==> config.mk <==
export PLATFORM = sky130hd
export DESIGN_NAME = pad_cfg_serializer_flat
export DESIGN_NICKNAME = d
export VERILOG_FILES = /design/src/rtl/pad_cfg_serializer_pkg.sv /design/src/rtl/pad_cfg_serializer_if.sv /design/src/rtl/pad_cfg_serializer_tick_gen.sv /design/src/rtl/pad_cfg_serializer.sv /design/src/flat_wrapper.sv
export SDC_FILE = /design/constraint.sdc
export NUM_CORES = 1
export LEC_CHECK = 0
export ABC_AREA = 1
export BUFFER_PORTS_ARGS = -buffer_cell sky130_fd_sc_hd__buf_2
export CAP_MARGIN = 0
export CORE_MARGIN = 4
export CORE_UTILIZATION = 45
export DETAILED_ROUTE_END_ITERATION = 7
export GPL_TIMING_DRIVEN = 0
export HOLD_SLACK_MARGIN = 0.03
export SETUP_SLACK_MARGIN = 0.3
export SYNTH_ARGS = -nofsm -noshare
export SYNTH_HDL_FRONTEND = slang
export SYNTH_SLANG_ARGS = --single-unit
==> constraint.sdc <==
create_clock -name HCLK -period 2.5 [get_ports HCLK]
set_input_delay 0.125 -clock HCLK [delete_from_list [all_inputs] [get_ports HCLK]]
set_output_delay 0.125 -clock HCLK [all_outputs]
set_load 0.05 [all_outputs]
==> src/rtl/pad_cfg_serializer_pkg.sv <==
// pad_cfg_pkg: shared state encoding, default sizes and chain length helper for the pad config serializer.
package pad_cfg_pkg;
  localparam int N_PADS_DEF = 32;
  localparam int CFG_BITS_DEF = 6;
  localparam int CLK_DIV_DEF = 4;
  typedef enum logic [1:0] {IDLE, LOAD, SHIFT, LATCH} state_t;
  function automatic int chain_len(input int n_pads, input int cfg_bits);
    return n_pads * (cfg_bits + 1);
  endfunction
endpackage

==> src/rtl/pad_cfg_serializer_if.sv <==
// pad_cfg_serializer_if: control-register side inputs and pad-ring chain/status outputs of the serializer.
interface pad_cfg_serializer_if
  import pad_cfg_pkg::*;
#(
  parameter int N_PADS = N_PADS_DEF,
  parameter int CFG_BITS = CFG_BITS_DEF
);
  logic [N_PADS-1:0][CFG_BITS-1:0] pad_cfg_i;
  logic [N_PADS-1:0] pad_mux_i;
  logic force_i;
  logic cfg_sclk_o;
  logic cfg_sdata_o;
  logic cfg_latch_o;
  logic busy_o;
  logic done_o;
  modport master (
    output pad_cfg_i, pad_mux_i, force_i,
    input cfg_sclk_o, cfg_sdata_o, cfg_latch_o, busy_o, done_o
  );
  modport slave (
    input pad_cfg_i, pad_mux_i, force_i,
    output cfg_sclk_o, cfg_sdata_o, cfg_latch_o, busy_o, done_o
  );
endinterface

==> src/rtl/pad_cfg_serializer_tick_gen.sv <==
// pad_cfg_tick_gen: CLK_DIV phase counter; phase_end marks the last cycle of a phase, phase_pre the one before it.
module pad_cfg_tick_gen #(
  parameter int CLK_DIV = 4
) (
  input  logic HCLK,
  input  logic HRESETn,
  input  logic run,
  output logic phase_end,
  output logic phase_pre
);
  localparam int PW = $clog2(CLK_DIV + 1);
  logic [PW-1:0] cnt;
  assign phase_end = cnt == PW'(CLK_DIV - 1);
  assign phase_pre = CLK_DIV > 1 && cnt == PW'(CLK_DIV - 2);
  always_ff @(posedge HCLK or negedge HRESETn)
    if (!HRESETn) cnt <= '0;
    else cnt <= (!run || phase_end) ? '0 : cnt + 1'b1;
endmodule

==> src/rtl/pad_cfg_serializer.sv <==
// pad_cfg_serializer: ships {mux,cfg} of every pad to the pad-ring scan chain, MSB pad first, then strobes latch.
module pad_cfg_serializer
  import pad_cfg_pkg::*;
#(
  parameter int N_PADS = N_PADS_DEF,
  parameter int CFG_BITS = CFG_BITS_DEF,
  parameter int CLK_DIV = CLK_DIV_DEF
) (
  input logic HCLK,
  input logic HRESETn,
  pad_cfg_serializer_if.slave bus
);
  localparam int W = CFG_BITS + 1;
  localparam int L = chain_len(N_PADS, CFG_BITS);
  localparam int BW = $clog2(L + 1);
  state_t state;
  logic [L-1:0] word, shadow, sreg;
  logic [BW-1:0] bit_cnt;
  logic pending, phase_end, phase_pre;
  always_comb begin
    word = '0;
    for (int p = 0; p < N_PADS; p++) word[p*W +: W] = {bus.pad_mux_i[p], bus.pad_cfg_i[p]};
  end
  pad_cfg_tick_gen #(.CLK_DIV(CLK_DIV)) u_tick (
    .HCLK      (HCLK),
    .HRESETn   (HRESETn),
    .run       (state == SHIFT || state == LATCH),
    .phase_end (phase_end),
    .phase_pre (phase_pre)
  );
  // In LOAD the snapshot absorbs any change, so only force_i can re-arm there.
  always_ff @(posedge HCLK or negedge HRESETn)
    if (!HRESETn) begin
      state <= IDLE;
      pending <= 1'b1;
      shadow <= '0;
      sreg <= '0;
      bit_cnt <= '0;
      bus.cfg_sclk_o <= 1'b0;
      bus.cfg_sdata_o <= 1'b0;
      bus.cfg_latch_o <= 1'b0;
      bus.busy_o <= 1'b0;
      bus.done_o <= 1'b0;
    end else begin
      pending <= bus.force_i || (state != LOAD && (pending || word != shadow));
      bus.done_o <= 1'b0;
      case (state)
        IDLE: if (pending) begin
          state <= LOAD;
          bus.busy_o <= 1'b1;
        end
        LOAD: begin
          state <= SHIFT;
          shadow <= word;
          sreg <= word << 1;
          bit_cnt <= '0;
          bus.cfg_sdata_o <= word[L-1];
        end
        SHIFT: if (phase_end) begin
          bus.cfg_sclk_o <= ~bus.cfg_sclk_o;
          if (bus.cfg_sclk_o) begin
            bit_cnt <= bit_cnt + 1'b1;
            sreg <= sreg << 1;
            bus.cfg_sdata_o <= sreg[L-1];
            if (bit_cnt == BW'(L - 1)) begin
              state <= LATCH;
              bus.cfg_latch_o <= 1'b1;
            end
          end
        end
        LATCH: begin
          // done_o must already be high in the final LATCH cycle, hence the one-cycle lookahead.
          bus.done_o <= bus.cfg_latch_o ? (phase_end && CLK_DIV == 1) : phase_pre;
          if (phase_end) begin
            bus.cfg_latch_o <= 1'b0;
            if (!bus.cfg_latch_o) begin
              state <= IDLE;
              bus.busy_o <= 1'b0;
            end
          end
        end
        default: state <= IDLE;
      endcase
    end
endmodule

==> src/flat_wrapper.sv <==
// flat-port wrapper written by rule: the top's interface ports become plain ports
module pad_cfg_serializer_flat import pad_cfg_pkg::*;
#(
  parameter int N_PADS = N_PADS_DEF,
  parameter int CFG_BITS = CFG_BITS_DEF,
  parameter int CLK_DIV = CLK_DIV_DEF
)
  (HCLK, HRESETn, bus_pad_cfg_i, bus_pad_mux_i, bus_force_i, bus_cfg_sclk_o, bus_cfg_sdata_o, bus_cfg_latch_o, bus_busy_o, bus_done_o);
  pad_cfg_serializer_if #(.N_PADS(N_PADS), .CFG_BITS(CFG_BITS)) bus_i ();
  input logic HCLK;
  input logic HRESETn;
  input wire logic [$bits(bus_i.pad_cfg_i)-1:0] bus_pad_cfg_i;
  input wire logic [$bits(bus_i.pad_mux_i)-1:0] bus_pad_mux_i;
  input wire logic [$bits(bus_i.force_i)-1:0] bus_force_i;
  output wire logic [$bits(bus_i.cfg_sclk_o)-1:0] bus_cfg_sclk_o;
  output wire logic [$bits(bus_i.cfg_sdata_o)-1:0] bus_cfg_sdata_o;
  output wire logic [$bits(bus_i.cfg_latch_o)-1:0] bus_cfg_latch_o;
  output wire logic [$bits(bus_i.busy_o)-1:0] bus_busy_o;
  output wire logic [$bits(bus_i.done_o)-1:0] bus_done_o;
  assign bus_i.pad_cfg_i = bus_pad_cfg_i;
  assign bus_i.pad_mux_i = bus_pad_mux_i;
  assign bus_i.force_i = bus_force_i;
  assign bus_cfg_sclk_o = bus_i.cfg_sclk_o;
  assign bus_cfg_sdata_o = bus_i.cfg_sdata_o;
  assign bus_cfg_latch_o = bus_i.cfg_latch_o;
  assign bus_busy_o = bus_i.busy_o;
  assign bus_done_o = bus_i.done_o;
  pad_cfg_serializer #(.N_PADS(N_PADS), .CFG_BITS(CFG_BITS), .CLK_DIV(CLK_DIV)) u_core (.HCLK(HCLK), .HRESETn(HRESETn), .bus(bus_i));
endmodule
### Word level (Yosys, flattened, before mapping)

Index checks and enable logic that the tools add are counted.

| cells by class | value |
|---|---|
| equal/unequal tests | 14 |
| divide/modulo/power cells | 0 |
| multiply operators | 0 |
| add/sub/neg operators | 2 |
| shift operators | 0 |
| reductions and logical operators | 15 |
| $lt $le $gt $ge | 0 |
| muxes and demuxes | 28 |
| bitwise gates (word level) | 1 |

Operators with widths:

| operator | number |
|---|---|
| $mux W224 | 2 |
| $pmux W224 S2 | 1 |
| $ne A224 B224 Y1 | 1 |
| $mux W8 | 2 |
| $pmux W8 S2 | 1 |
| $mux W2 | 6 |
| $mux W1 | 11 |
| $add A8 B1 Y8 const B | 1 |
| $eq A8 B8 Y1 const B | 1 |
| $ne A2 B2 Y1 const B | 4 |
| $pmux W2 S4 | 1 |
| $eq A3 B2 Y1 const B | 2 |
| $ne A2 B1 Y1 const B | 3 |
| $pmux W1 S2 | 3 |
| $reduce_and A6 Y1 | 1 |
| $reduce_bool A2 Y1 | 3 |
| $reduce_and A5 Y1 | 1 |
| $eq A2 B2 Y1 const B | 2 |
| $logic_or A1 B1 Y1 | 4 |
| $reduce_and A4 Y1 | 1 |
| $add A3 B1 Y3 const B | 1 |
| $mux W3 | 1 |
| $reduce_and A3 Y1 | 1 |
| $eq A2 B1 Y1 const B | 1 |
| other kinds (5) | 5 |

| word-level totals | value |
|---|---|
| logic and storage cells | 71 |
| input port bits | 227 |
| output and inout port bits | 5 |
| ROM bits | 0 |
| memories | 0 |
| bits in writable memories | 0 |
| register bits | 467 |
| bits in latches | 0 |

### Depth between registers and ports, before layout

| logic depth | value |
|---|---|
| word-level depth | 5 |
| depth in mapped cells | 13 |
| depth with buffers taken out | 13 |

### Hierarchy

A second synthesis with hierarchy kept.

| unflattened totals | value |
|---|---|
| cells, all modules | 3187 |
| area total of the unflattened synthesis | 23143.4 sq um |

Modules (own cells, without submodules):

| module | cells each | instances | seq. area each (sq um) | area each (sq um) |
|---|---|---|---|---|
| pad_cfg_serializer | 3172 | 1 | 11587.4 | 22994.6 |
| pad_cfg_tick_gen | 15 | 1 | 75.1 | 148.9 |

### Worst setup path after synthesis

OpenSTA, ideal clock, no wires.

| path | value |
|---|---|
| kind | reg2reg |
| from | register u_core.bus.cfg_sclk_o |
| to | register u_core.sreg[153] |
| path buffers | 3 |
| data arrival time | 1.683 ns |
| required time | 2.381 ns |
| setup slack | 0.698 ns |
| library setup time | 0.119 ns |
| stages on the path, launching flop included | 11 |
| period minus slack after synthesis | 1.802 ns |
| path through | dfrtp_1 inv_2 o21ai_4 nand2_4 buf_6 inv_6 nand2_4 buf_6 buf_4 nor2_1 nor2_1 |

| on the way | value |
|---|---|
| longest elaborated chain between the ends | 2 |

Ends and longest elaborated chain:

| element | line | source |
|---|---|---|
| start, declared | pad_cfg_serializer_if.sv:22 | `output cfg_sclk_o, cfg_sdata_o, cfg_latch_o, busy_o, done_o` |
| start signal, assigned | pad_cfg_serializer.sv:60 | `bus.cfg_sclk_o <= ~bus.cfg_sclk_o;` |
| $ne A2 B1 Y1 (no line) | -- |  |
| $reduce_and A3 Y1 (no line) | -- |  |
| end signal, assigned | pad_cfg_serializer.sv:55 | `sreg <= word << 1;` |
| end signal, assigned | pad_cfg_serializer.sv:63 | `sreg <= sreg << 1;` |
| end, declared | pad_cfg_serializer.sv:17 | `logic [L-1:0] word, shadow, sreg;` |

No other way between the ends.
A chain may end at the register's enable or synchronous reset.

### Worst setup path after layout

| path | value |
|---|---|
| from | register u_core.u_tick.cnt[0] |
| to | register u_core.sreg[107] |

| on the way | value |
|---|---|
| longest elaborated chain between the ends | 3 |

Ends and longest elaborated chain:

| element | line | source |
|---|---|---|
| start, declared | pad_cfg_serializer_tick_gen.sv:12 | `logic [PW-1:0] cnt;` |
| start signal, assigned | pad_cfg_serializer_tick_gen.sv:17 | `else cnt <= (!run \|\| phase_end) ? '0 : cnt + 1'b1;` |
| $eq A3 B2 Y1 | pad_cfg_serializer_tick_gen.sv:13 | `assign phase_end = cnt == PW'(CLK_DIV - 1);` |
| $ne A2 B2 Y1 (no line) | -- |  |
| $reduce_and A3 Y1 (no line) | -- |  |

No other way between the ends.

==> run metrics <==
Slew headroom 48.65%; NumNets Final between 3000 and 4000; Final ANT Viol Nets 0; Core Util, Final 58.79%; unrepaired setup endpoints after global routing true; Req. time, crit path about 3.0 ns; CP max FO 10; Initial Util 45.42%; die height 229.8 um; end point of the critical path u_core.sreg[107]; fin crit share 85.60%; pwr/cell area 1387 nW/um2; Max IR drop VDD ~670 uV; die area between 50000 and 60000 um2; die span in x ~230 um; outcome complete, no violations; Buf+Inv Stages, Crit Path 5; cell taking the most area after synthesis dfrtp_1; Ports ~230; Reg2Reg Setup Slack 0.36 ns; CP startpoint u_core.u_tick.cnt[0]; reg2reg end u_core.sreg[107]; area delta synth->final 29.43%; Detailed Place HPWL ~60000 um; vias post-DR 21356; crit path kind reg -> reg; GRT overflow 0; Cell Rows 81; Fmax achieved 467.3 MHz; initial antenna violation count 3; root buffer selected by CTS clkbuf_16; post-synthesis register bit count 466; Worst-Margin Slew just under 0.8 ns; drt pass-1 iters 7; number of flops mapped to enable cells by yosys 0; Detailed Route Iter0 Violations around 2000; core area between 40000 and 50000 um2; # fillers 4381; Critical Path, Cell by Cell ha_1 -> ha_1 -> inv_2 -> o21ai_4 -> nand2_4 -> buf_6 -> clkinv_8 -> buf_6 -> buf_2 -> o22ai_1 -> nor2_1; CTS tree yes; delay-heaviest family, CP buffers and inverters; most common cell in the netlist nand2_1; commonest cells in the netlist 769 x nand2_1, 583 x nor2_1, 465 x dfrtp_1; Vias/cell 5.225; HP Class in -> async; count of cell types in the netlist 35; fraction of registers with async set or reset after synthesis 100.0%; Crit-path slowest cell dfrtp_1; DRC viols 0; Port Buf Inserts 231; CP Data Arrival Time 2.63 ns; synth top area cells dfrtp_1 53%, nand2_1 13%, nor2_1 9.9%; CP Capture Type register; synthesized area per cell 7.745 um2; first-pass GRT wire length 121300 um; critical path's largest stage delay around 0.38 ns; crit start category register; Mapped Nets 3094; total track usage between 30% and 40%; register area share after synthesis 52.67%; top-area cell type share of the netlist area 52.55%; DRT Wirelength 80890 um; prevailing post-synth register cell dfrtp_1; Final Max Slew Viols 0; routed wire length per instance roughly 20 um; CTS clk-pin slew, worst paths 0.06 ns; htree depth 2; minimum clock period approximately 2.1 ns; vias in the first global route 20343; FF-to-FF path depth 11; Hold Vio Cnt, Final 0; largest net degree at the start of global routing 106; Final Skew 0.01835 ns; Post-Syn Area 22140 um2; GPL Wtd Cong 0.9653; area occupied by registers 11660 um2; CTS Sinks 466; Ys Warns 0; max_cap viols 0; proportion of layout cells with a drive suffix above 1 12.95%; Power Total 39.74 mW; clock tree buffer depth 3; Reg-to-Reg Start u_core.u_tick.cnt[0]; Final Setup Violations 0; Mapped Cells 2859; area of the multi-input gates 8566 um2; cell count along the critical path 11; clk_lat worst skew 0.61 ns; LEAKAGE 14.07 nW; CTS Buf Count 52
-- report_power, final --
part | internal, mW | switching [mW] | total, mW
Combinational | 5.99 | 11.5 | 17.5
Sequential | 11.4 | 1.92 | 13.4
Clock | 5.62 | 3.29 | 8.92
-- worst min path at each step --
stage | to | slack, ns | start | depth (start not counted)
finish | u_core.bus.done_o | 0.1 | HRESETn | 2
global route | u_core.bus.done_o | 0.18 | HRESETn | 2
CTS | u_core.bus.done_o | 0.13 | HRESETn | 2
detailed placement | u_core.bus.done_o | 0.18 | HRESETn | 1
global placement | u_core.pending | 0.35 | bus_force_i | 3
floorplan | u_core.bit_cnt[0] | -0.17 | HRESETn | 0
-- layout by cell type, fill, tap and decap left out, types with 11 or more instances in the layout --
| master | count |
|---|---|
| dlygate4sd3_1 | 226 |
| nor2_1 | 582 |
| bufinv_16 | 14 |
| nand2_1 | 769 |
| xnor2_1 | 24 |
| clkbuf_1 | 31 |
| o21ai_0 | 286 |
| inv_1 | 324 |
| buf_6 | 20 |
| o22ai_1 | 222 |
| clkbuf_16 | 53 |
| dfrtp_1 | 465 |
| clkinv_2 | 11 |
| buf_4 | 20 |
| buf_2 | 279 |
-- metal layers --
metal | wire (um) | global-route usage, %
met5 | 13 | 0
met2 | 37100 | 48.41
met3 | 5640 | 4.708
met1 | 34920 | 41.43
met4 | 3212 | 11.29
-- through the flow --
step | setup slack [ns] | hold slack, ns | cell area [um2] | setup TNS, ns | instances
after floorplan | 0.6975 | -0.1706 | 22140 | 0 | 2859
after global placement | -8.485 | 0.3540 | 24130 | -3928.61 | 3754
after detailed placement | -0.07500 | 0.1826 | 24250 | -1.930 | 3758
after CTS | 0.3033 | 0.1286 | 28550 | 0 | 4082
after global routing | 0.2763 | 0.1794 | 28660 | 0 | 4087
final | 0.3601 | 0.09710 | 28660 | 0 | 4087
-- worst register-to-register path: cells and delay by family (launching register included) --
| kind | cells | cell delay (ns) |
|---|---|---|
| buffers and inverters | 5 | 0.79 |
| adder cells (fa/ha/maj) | 2 | 0.41 |
| AND/OR/NAND/NOR | 2 | 0.14 |
| flip-flops | 1 | 0.38 |
| AO/OA/AOI/OAI | 2 | 0.29 |
-- layout make-up --
class                      count  area share, %
antenna                        1       0.008732
buffer                       123          2.746
clock buffer                  70          5.200
clock inverter                28          1.751
inverter                     329          4.362
multi-input combinational   1941          29.89
sequential                   466          40.69
tap                          664          2.899
timing repair buffer         465          12.45
-- cells by family after synthesis --
logic type / share of synthesized area [%]
flip-flops: 52.67
AND/OR/NAND/NOR: 23.68
XOR/XNOR: 1.068
buffers and inverters: 8.725
adder cells (fa/ha/maj): 0.4521
multiplexers: 0.04521
AO/OA/AOI/OAI: 13.36
-- registers in the layout, indices dropped and copies added (netlist names) --
register / flops
u_core.sreg: 223
u_core.bus.cfg_sclk_o: 1
u_core.bit_cnt: 8
u_core.u_tick.cnt: 3
u_core.shadow: 224
u_core.state: 2
u_core.bus.cfg_sdata_o: 1
u_core.bus.done_o: 1
u_core.pending: 1
u_core.bus.cfg_latch_o: 1
u_core.bus.busy_o: 1
-- repair_timing --
action | 4_1_cts | 5_1_grt
resized for setup | 20 | 30
hold buffers | 226 | 0
buffers inserted | 0 | 4
gates cloned | 0 | 0
pin swaps | 0 | 1
endpoints found under the hold margin | 534 | 0
setup endpoints to repair | 340 | 291
Note: power is estimated with default switching activity, not from simulation.
